<file path="src/rtl/key_step_pulser_if.sv">
// Pushbutton-side signal bundle for the step pulser: raw key in, Step/Pressed/StepCount out.
// The master drives the raw key and consumes the pulses; the slave is the conditioning block.
interface key_step_pulser_if #(
    parameter int COUNT_W = 16
);
    logic               KEY_n;
    logic               Step;
    logic               Pressed;
    logic [COUNT_W-1:0] StepCount;

    modport master (
        output KEY_n,
        input  Step,
        input  Pressed,
        input  StepCount
    );

    modport slave (
        input  KEY_n,
        output Step,
        output Pressed,
        output StepCount
    );
endinterface

</file>
<file path="src/rtl/key_step_pulser.sv">
// Debounces an active-low pushbutton into one Step pulse per press (auto-repeat with KEY_STEP_AUTOREPEAT_EN).
// Latency: Step high DEBOUNCE_CYCLES+2 edges after the key level first reaches the sync stage.
// No backpressure: Step is a fire-and-forget one-cycle pulse, never on consecutive cycles.
module key_step_pulser #(
    parameter int DEBOUNCE_CYCLES = 1000000,
    parameter int REPEAT_CYCLES   = 25000000,
    parameter int COUNT_W         = 16
) (
    input  logic             Clock,
    input  logic             Resetn,
    key_step_pulser_if.slave key
);
    localparam int DB_W = $clog2(DEBOUNCE_CYCLES) + 1;
    localparam logic [DB_W-1:0] DB_LAST = DB_W'(DEBOUNCE_CYCLES - 1);
    localparam logic [DB_W-1:0] DB_ONE  = DB_W'(1);

    if (DEBOUNCE_CYCLES < 2) begin : g_bad_debounce
        $error("DEBOUNCE_CYCLES must be >= 2");
    end
    if (REPEAT_CYCLES < 2) begin : g_bad_repeat
        $error("REPEAT_CYCLES must be >= 2");
    end

    typedef enum logic [1:0] {
        IDLE,
        PRESS_WAIT,
        HELD,
        REL_WAIT
    } state_t;

    state_t             state;
    logic               key_meta;
    logic               s_key;
    logic [DB_W-1:0]    db_cnt;
    logic               step;
    logic               pressed;
    logic [COUNT_W-1:0] step_count;

`ifdef KEY_STEP_AUTOREPEAT_EN
    localparam int RPT_W = $clog2(REPEAT_CYCLES) + 1;
    localparam logic [RPT_W-1:0] RPT_LAST = RPT_W'(REPEAT_CYCLES - 1);
    logic [RPT_W-1:0]   rpt_cnt;
`endif

    always_ff @(posedge Clock or negedge Resetn) begin
        if (!Resetn) begin
            key_meta   <= 1'b1;
            s_key      <= 1'b1;
            state      <= IDLE;
            db_cnt     <= '0;
            step       <= 1'b0;
            pressed    <= 1'b0;
            step_count <= '0;
`ifdef KEY_STEP_AUTOREPEAT_EN
            rpt_cnt    <= '0;
`endif
        end else begin
            key_meta <= key.KEY_n;
            s_key    <= key_meta;
            step     <= 1'b0;
`ifdef KEY_STEP_AUTOREPEAT_EN
            // Holding the repeat counter at zero outside HELD covers both exit and re-entry.
            if (state != HELD) begin
                rpt_cnt <= '0;
            end
`endif
            case (state)
                IDLE: begin
                    if (!s_key) begin
                        state  <= PRESS_WAIT;
                        db_cnt <= DB_ONE;
                    end
                end
                PRESS_WAIT: begin
                    if (s_key) begin
                        state  <= IDLE;
                        db_cnt <= '0;
                    end else if (db_cnt == DB_LAST) begin
                        state      <= HELD;
                        db_cnt     <= '0;
                        step       <= 1'b1;
                        pressed    <= 1'b1;
                        step_count <= step_count + 1'b1;
                    end else begin
                        db_cnt <= db_cnt + DB_ONE;
                    end
                end
                HELD: begin
                    if (s_key) begin
                        state  <= REL_WAIT;
                        db_cnt <= DB_ONE;
`ifdef KEY_STEP_AUTOREPEAT_EN
                        rpt_cnt <= '0;
                    end else if (rpt_cnt == RPT_LAST) begin
                        rpt_cnt    <= '0;
                        step       <= 1'b1;
                        step_count <= step_count + 1'b1;
                    end else begin
                        rpt_cnt <= rpt_cnt + 1'b1;
`endif
                    end
                end
                REL_WAIT: begin
                    // A pressed sample here is release bounce: fall back without a new Step.
                    if (!s_key) begin
                        state  <= HELD;
                        db_cnt <= '0;
                    end else if (db_cnt == DB_LAST) begin
                        state   <= IDLE;
                        db_cnt  <= '0;
                        pressed <= 1'b0;
                    end else begin
                        db_cnt <= db_cnt + DB_ONE;
                    end
                end
                default: begin
                    state  <= IDLE;
                    db_cnt <= '0;
                end
            endcase
        end
    end

    assign key.Step      = step;
    assign key.Pressed   = pressed;
    assign key.StepCount = step_count;
endmodule

</file>
<file path="src/flat_wrapper.sv">
// flat-port wrapper written by rule: the top's interface ports become plain ports
module key_step_pulser_flat 
#(
    parameter int DEBOUNCE_CYCLES = 1000000,
    parameter int REPEAT_CYCLES   = 25000000,
    parameter int COUNT_W         = 16
)
  (Clock, Resetn, key_KEY_n, key_Step, key_Pressed, key_StepCount);
  key_step_pulser_if #(.COUNT_W(COUNT_W)) key_i ();
  input  logic Clock;
  input  logic Resetn;
  input wire logic [$bits(key_i.KEY_n)-1:0] key_KEY_n;
  output wire logic [$bits(key_i.Step)-1:0] key_Step;
  output wire logic [$bits(key_i.Pressed)-1:0] key_Pressed;
  output wire logic [$bits(key_i.StepCount)-1:0] key_StepCount;
  assign key_i.KEY_n = key_KEY_n;
  assign key_Step = key_i.Step;
  assign key_Pressed = key_i.Pressed;
  assign key_StepCount = key_i.StepCount;
  key_step_pulser #(.DEBOUNCE_CYCLES(DEBOUNCE_CYCLES), .REPEAT_CYCLES(REPEAT_CYCLES), .COUNT_W(COUNT_W)) u_core (.Clock(Clock), .Resetn(Resetn), .key(key_i));
endmodule
</file>
<file path="config.mk">
export PLATFORM = sky130hd
export DESIGN_NAME = key_step_pulser_flat
export DESIGN_NICKNAME = d
export VERILOG_FILES = /design/src/rtl/key_step_pulser_if.sv /design/src/rtl/key_step_pulser.sv /design/src/flat_wrapper.sv
export SDC_FILE = /design/constraint.sdc
export NUM_CORES = 1
export LEC_CHECK = 0
export BUFFER_PORTS_ARGS = -buffer_cell sky130_fd_sc_hd__buf_2
export CORE_UTILIZATION = 40
export DETAILED_ROUTE_END_ITERATION = 12
export GPL_TIMING_DRIVEN = 0
export SLEW_MARGIN = 20
export SYNTH_ARGS = -nofsm -noshare
export SYNTH_HDL_FRONTEND = slang
export SYNTH_SLANG_ARGS = --single-unit
</file>
<file path="constraint.sdc">
create_clock -name Clock -period 4.7 [get_ports Clock]
set_clock_uncertainty 0.2 [all_clocks]
set_input_delay 0.94 -clock Clock [delete_from_list [all_inputs] [get_ports Clock]]
set_output_delay 0.94 -clock Clock [all_outputs]
set_load 0.005 [all_outputs]
</file>
After elaboration in Yosys (flattened, before gate mapping)
Index checks and enable logic that the tools add are counted.
W data, S select, Z words.
- logic and storage cells: 49
- output and inout bits: 18
- bits in registers: 43
- input port bits: 3
- bitwise operators: 1
- $add $sub $neg: 2
- equal/unequal tests: 12
- mux-type cells: 21
- reduce and logical (&&, ||, !) cells: 6
- operator list (operator ; number):
    $mux W21 ; 5
    $pmux W21 S4 ; 1
    $add A21 B1 Y21 const B ; 1
    $eq A21 B20 Y1 const B ; 1
    $add A16 B1 Y16 const B ; 1
    $mux W2 ; 6
    $ne A2 B1 Y1 const B ; 4
    $pmux W2 S4 ; 1
    $mux W1 ; 7
    $reduce_and A5 Y1 ; 1
    $eq A2 B2 Y1 const B ; 2
    $ne A2 B2 Y1 const B ; 2
    $reduce_and A4 Y1 ; 1
    $ne A3 B1 Y1 const B ; 1
    $ne A3 B3 Y1 const B ; 1
    $reduce_and A3 Y1 ; 1
    $eq A2 B1 Y1 const B ; 1
    $logic_not A2 Y1 ; 1
    $pmux W1 S2 ; 1
    $reduce_and A2 Y1 ; 1
    $reduce_bool A2 Y1 ; 1
    $not A1 Y1 ; 1

Depth between registers and ports, before layout
- depth after elaboration: 4
- depth in mapped cells: 7
- mapped depth without buffers: 6

Worst setup path after synthesis
OpenSTA, ideal clock, no wires.
- kind: register to register
- from: register u_core.db_cnt[10]
- to: register u_core.step_count[1] (netlist: u_core.key.StepCount[1])
- setup slack: 2.447 ns
- data required time: 4.375 ns
- arrival: 1.929 ns
- stages on the path, launching flop included: 5
- clock period less this slack: 2.253 ns
- library setup time: 0.125 ns
- path through: dfrtp_1 > or4b_1 > or4_4 > nor3_4 > mux2_2
- word-level cells in the longest chain between the ends: 2
- RTL lines (element ; RTL line ; RTL):
    from (decl) ; key_step_pulser.sv:34 ; logic [DB_W-1:0] db_cnt;
    from (signal assigned) ; key_step_pulser.sv:85 ; db_cnt <= db_cnt + DB_ONE;
    from (signal assigned) ; key_step_pulser.sv:113 ; db_cnt <= db_cnt + DB_ONE;
    $eq A21 B20 Y1 ; key_step_pulser.sv:78 ; end else if (db_cnt == DB_LAST) begin
    $reduce_and A3 Y1 (no source line) ; -- ;
    to (signal assigned) ; key_step_pulser.sv:83 ; step_count <= step_count + 1'b1;
    to (decl) ; key_step_pulser.sv:37 ; logic [COUNT_W-1:0] step_count;
Every way passes these cells.
A chain may end at the register's enable or synchronous reset.

Final worst setup path
- from: register u_core.db_cnt[0]
- to: register u_core.db_cnt[19]
- word-level cells in the longest chain between the ends: 4
- elaborated cells on any way between the ends: 6
- classes of those cells: add/sub: 1; eq/ne: 1; mux: 4
- RTL lines (element ; RTL line ; RTL):
    $add A21 B1 Y21 / $eq A21 B20 Y1 (equally long branches) ; -- ;
    $mux W21 (*) ; key_step_pulser.sv:78, key_step_pulser.sv:108 ;
    $mux W21 (on tied branches) ; key_step_pulser.sv:105, key_step_pulser.sv:75 ;
    $pmux W21 S4 (*) ; key_step_pulser.sv:67 ; case (state)
Every way passes the cells marked *; elsewhere a longest branch is shown, timed or not.

==> impl_metrics.tcl <==
set metrics [dict create \
    setup_viol 0 \
    ys_top_cells_by_area "dfrtp_1 (47%), nand3_1 (5.7%), a21oi_1 (3.7%)" \
    r2r-start "u_core.db_cnt[0]$_DFFE_PN0P_" \
    timing.slew.headroom_pct 52.7 \
    cts-buffers-inserted 5 \
    worstHoldPathCells 0 \
    ff2ff_path_depth 7 \
    wire_per_inst_um 14.5 \
    fin_crit_sh_pct 58.1 \
    powerDensity_mw_per_mm2 368 \
    portBuffers 20 \
    firstDrtPassIters 4 \
    area_growth_pct 13.0 \
    hold_path_class "register to register" \
    cp_max_fo 10 \
    syn_nets 236 \
    hp-start "u_core.key_meta$_DFF_PN1_" \
    ff2ff_setup_slack_ns 1.97 \
    core-area_mm2 0.00520 \
    synth_cells 231 \
    grt_start_max_net_pins 44 \
    setup.worst_path.end_class "register" \
    utilization_pct 47.6 \
    cts_setup_buffers 0 \
    fin_crit_ns 2.73 \
    diodes 0 \
    cts-htree-levels 2 \
    placed_cell_area_mm2 0.00238 \
    synth-edff-count 0 \
    vias 1814 \
    start_util_pct 42.1 \
    synthTopCellsByCount "dfrtp_1 (41), nand3_1 (25), nand2_1 (21), a21oi_1 (16), inv_1 (12)" \
    drc 0 \
    place_congestion 0.850 \
    rsz0062_at_grt "no" \
    hold_buffers 0 \
    rows 26 \
    grt_pass1_wl_mm 8.31 \
    ys_warn_count 0 \
    clkSinkCount 43 \
    async_flop_share_pct 100 \
    overflow 0 \
    track_usage_pct 18.1 \
    cp.arrival_ns 2.77 \
    cp.required_ns 4.74 \
    dp_hpwl_mm 3.22 \
    seq_area_frac_synth_pct 49.2 \
    yosysTopAreaCellShare_pct 46.8 \
    io_pins 21 \
    clk_latency_ns 0.30 \
    fin_setup_tns_ns 0 \
    clk_pin_slew_ns 0.08 \
    cp-start-kind "register" \
    via_per_inst 5.51 \
    die_h_um 76.0 \
    yosysTopAreaCell "dfrtp_1" \
    drt-initial-drc-count 109 \
    avgSynthCellArea_um2 9.49 \
    tritoncts "built" \
    dieWidth_um 76.0 \
    antenna_found_initial 0 \
    yosysMostFrequentCell "dfrtp_1" \
    ant_nets 0 \
    fmax_mhz 366 \
    worst_slew_pin_slew_ns 0.710 \
    leakage_uw 0.00109 \
    regToRegEndpoint "u_core.db_cnt[19]$_DFFE_PN0P_" \
    synth_ff_type "dfrtp_1" \
    slew_viol_final 0 \
    maxCapViolCount 0 \
    status "finished, final reports clean" \
    cts_buffer_depth 2 \
    endpoint "u_core.db_cnt[19]$_DFFE_PN0P_" \
    cts_root_buf "clkbuf_8" \
    crit_type "register to register" \
    grt_pass1_vias 1696 \
    drive_gt1_share_pct 15.1 \
    post_cts_resized 0 \
    syn_area_mm2 0.00219 \
    ys_seq_elements 43 \
    nNetsFinal 263 \
    stdcell_area_mm2 0.00248 \
    fin_worst_hold_slack_ns 0.160 \
    die_area_mm2 0.00578 \
    synth_cell_type_count 41 \
    routed_wl_mm 4.76 \
    hold_viol 0 \
    irDropWorstVdd_mv 0.187 \
    critPathLaunch "u_core.db_cnt[0]$_DFFE_PN0P_" \
]
==> worst max-delay path: stages (launching register included) <==
cell and delay, ns:
dfrtp_1 0.43, ha_1 0.28, nor4bb_1 0.15, and4_1 0.25
a21oi_1 0.59, clkbuf_1 0.48, o211ai_1 0.18, nand3_1 0.12
==> stage by stage <==
| stage | setup WS, ns | power, uW | cells |
|---|---|---|---|
| 2_1_floorplan | 2.45 | 595 | 231 |
| 3_3_place_gp | 2.05 | 669 | 321 |
| 3_5_place_dp | 2.04 | 673 | 321 |
| 4_1_cts | 2.02 | 920 | 329 |
| 5_1_grt | 1.86 | 973 | 329 |
| 6_report | 1.97 | 910 | 329 |
==> power breakdown <==
group / internal (uW) / switching [uW]
clock network: 106 / 137
logic: 77.8 / 171
registers: 393 / 24.7
==> sequential cells by signal (all words and copies together) (netlist names), named ones only <==
name and cells:
u_core.key.Step 1, u_core.key.Pressed 1, u_core.key_meta 1, u_core.state 1
u_core.key.StepCount 16, u_core.db_cnt 21, u_core.s_key 1
==> how the worst min path moves through the flow <==
stage / to / slack, ns
final: u_core.s_key$_DFF_PN1_ / 0.16
after floorplan: u_core.s_key$_DFF_PN1_ / 0.15
after global routing: u_core.s_key$_DFF_PN1_ / 0.17
after global placement: u_core.s_key$_DFF_PN1_ / 0.15
after detailed placement: u_core.s_key$_DFF_PN1_ / 0.15
after CTS: u_core.s_key$_DFF_PN1_ / 0.16
==> per-layer routing <==
metal	routed length, um	track usage, %
met5	0	0
met4	81	7.12
met3	250	3.71
met2	2120	27.2
met1	2310	25.6
==> layout make-up <==
cell class	count	area, um2
Clock inverter	3	25.0
Clock buffer	5	68.8
Timing Repair Buffer	20	103
Multi-Input combinational cell	170	1040
Inverter	12	45.0
Fill cell	513	2730
Buffer	6	25.0
Sequential cell	43	1080
Tap cell	70	87.6
==> cell families (layout without fill, tap and decap cells) <==
family | after synthesis | after routing | share of synthesized area [%]
simple gates | 107 | 107 | 26.7
buf+inv | 18 | 46 | 3.20
mux | 5 | 5 | 2.34
xor+xnor | 16 | 16 | 6.39
fa+ha+maj | 2 | 2 | 1.14
flops | 43 | 43 | 49.2
compound gates | 40 | 40 | 11.0
==> cells in the final DEF (no fill, tap or decap), types with 9 or more instances in the layout <==
cell type / n
dfrtp_1: 41
nand3_1: 25
nand2_1: 21
buf_2: 21
a21oi_1: 16
inv_1: 12
nor3_1: 10
nand4_1: 10
nor2_1: 10
o21ai_0: 10
xnor2_1: 9
No activity file was read; power rests on OpenSTA's default activity.
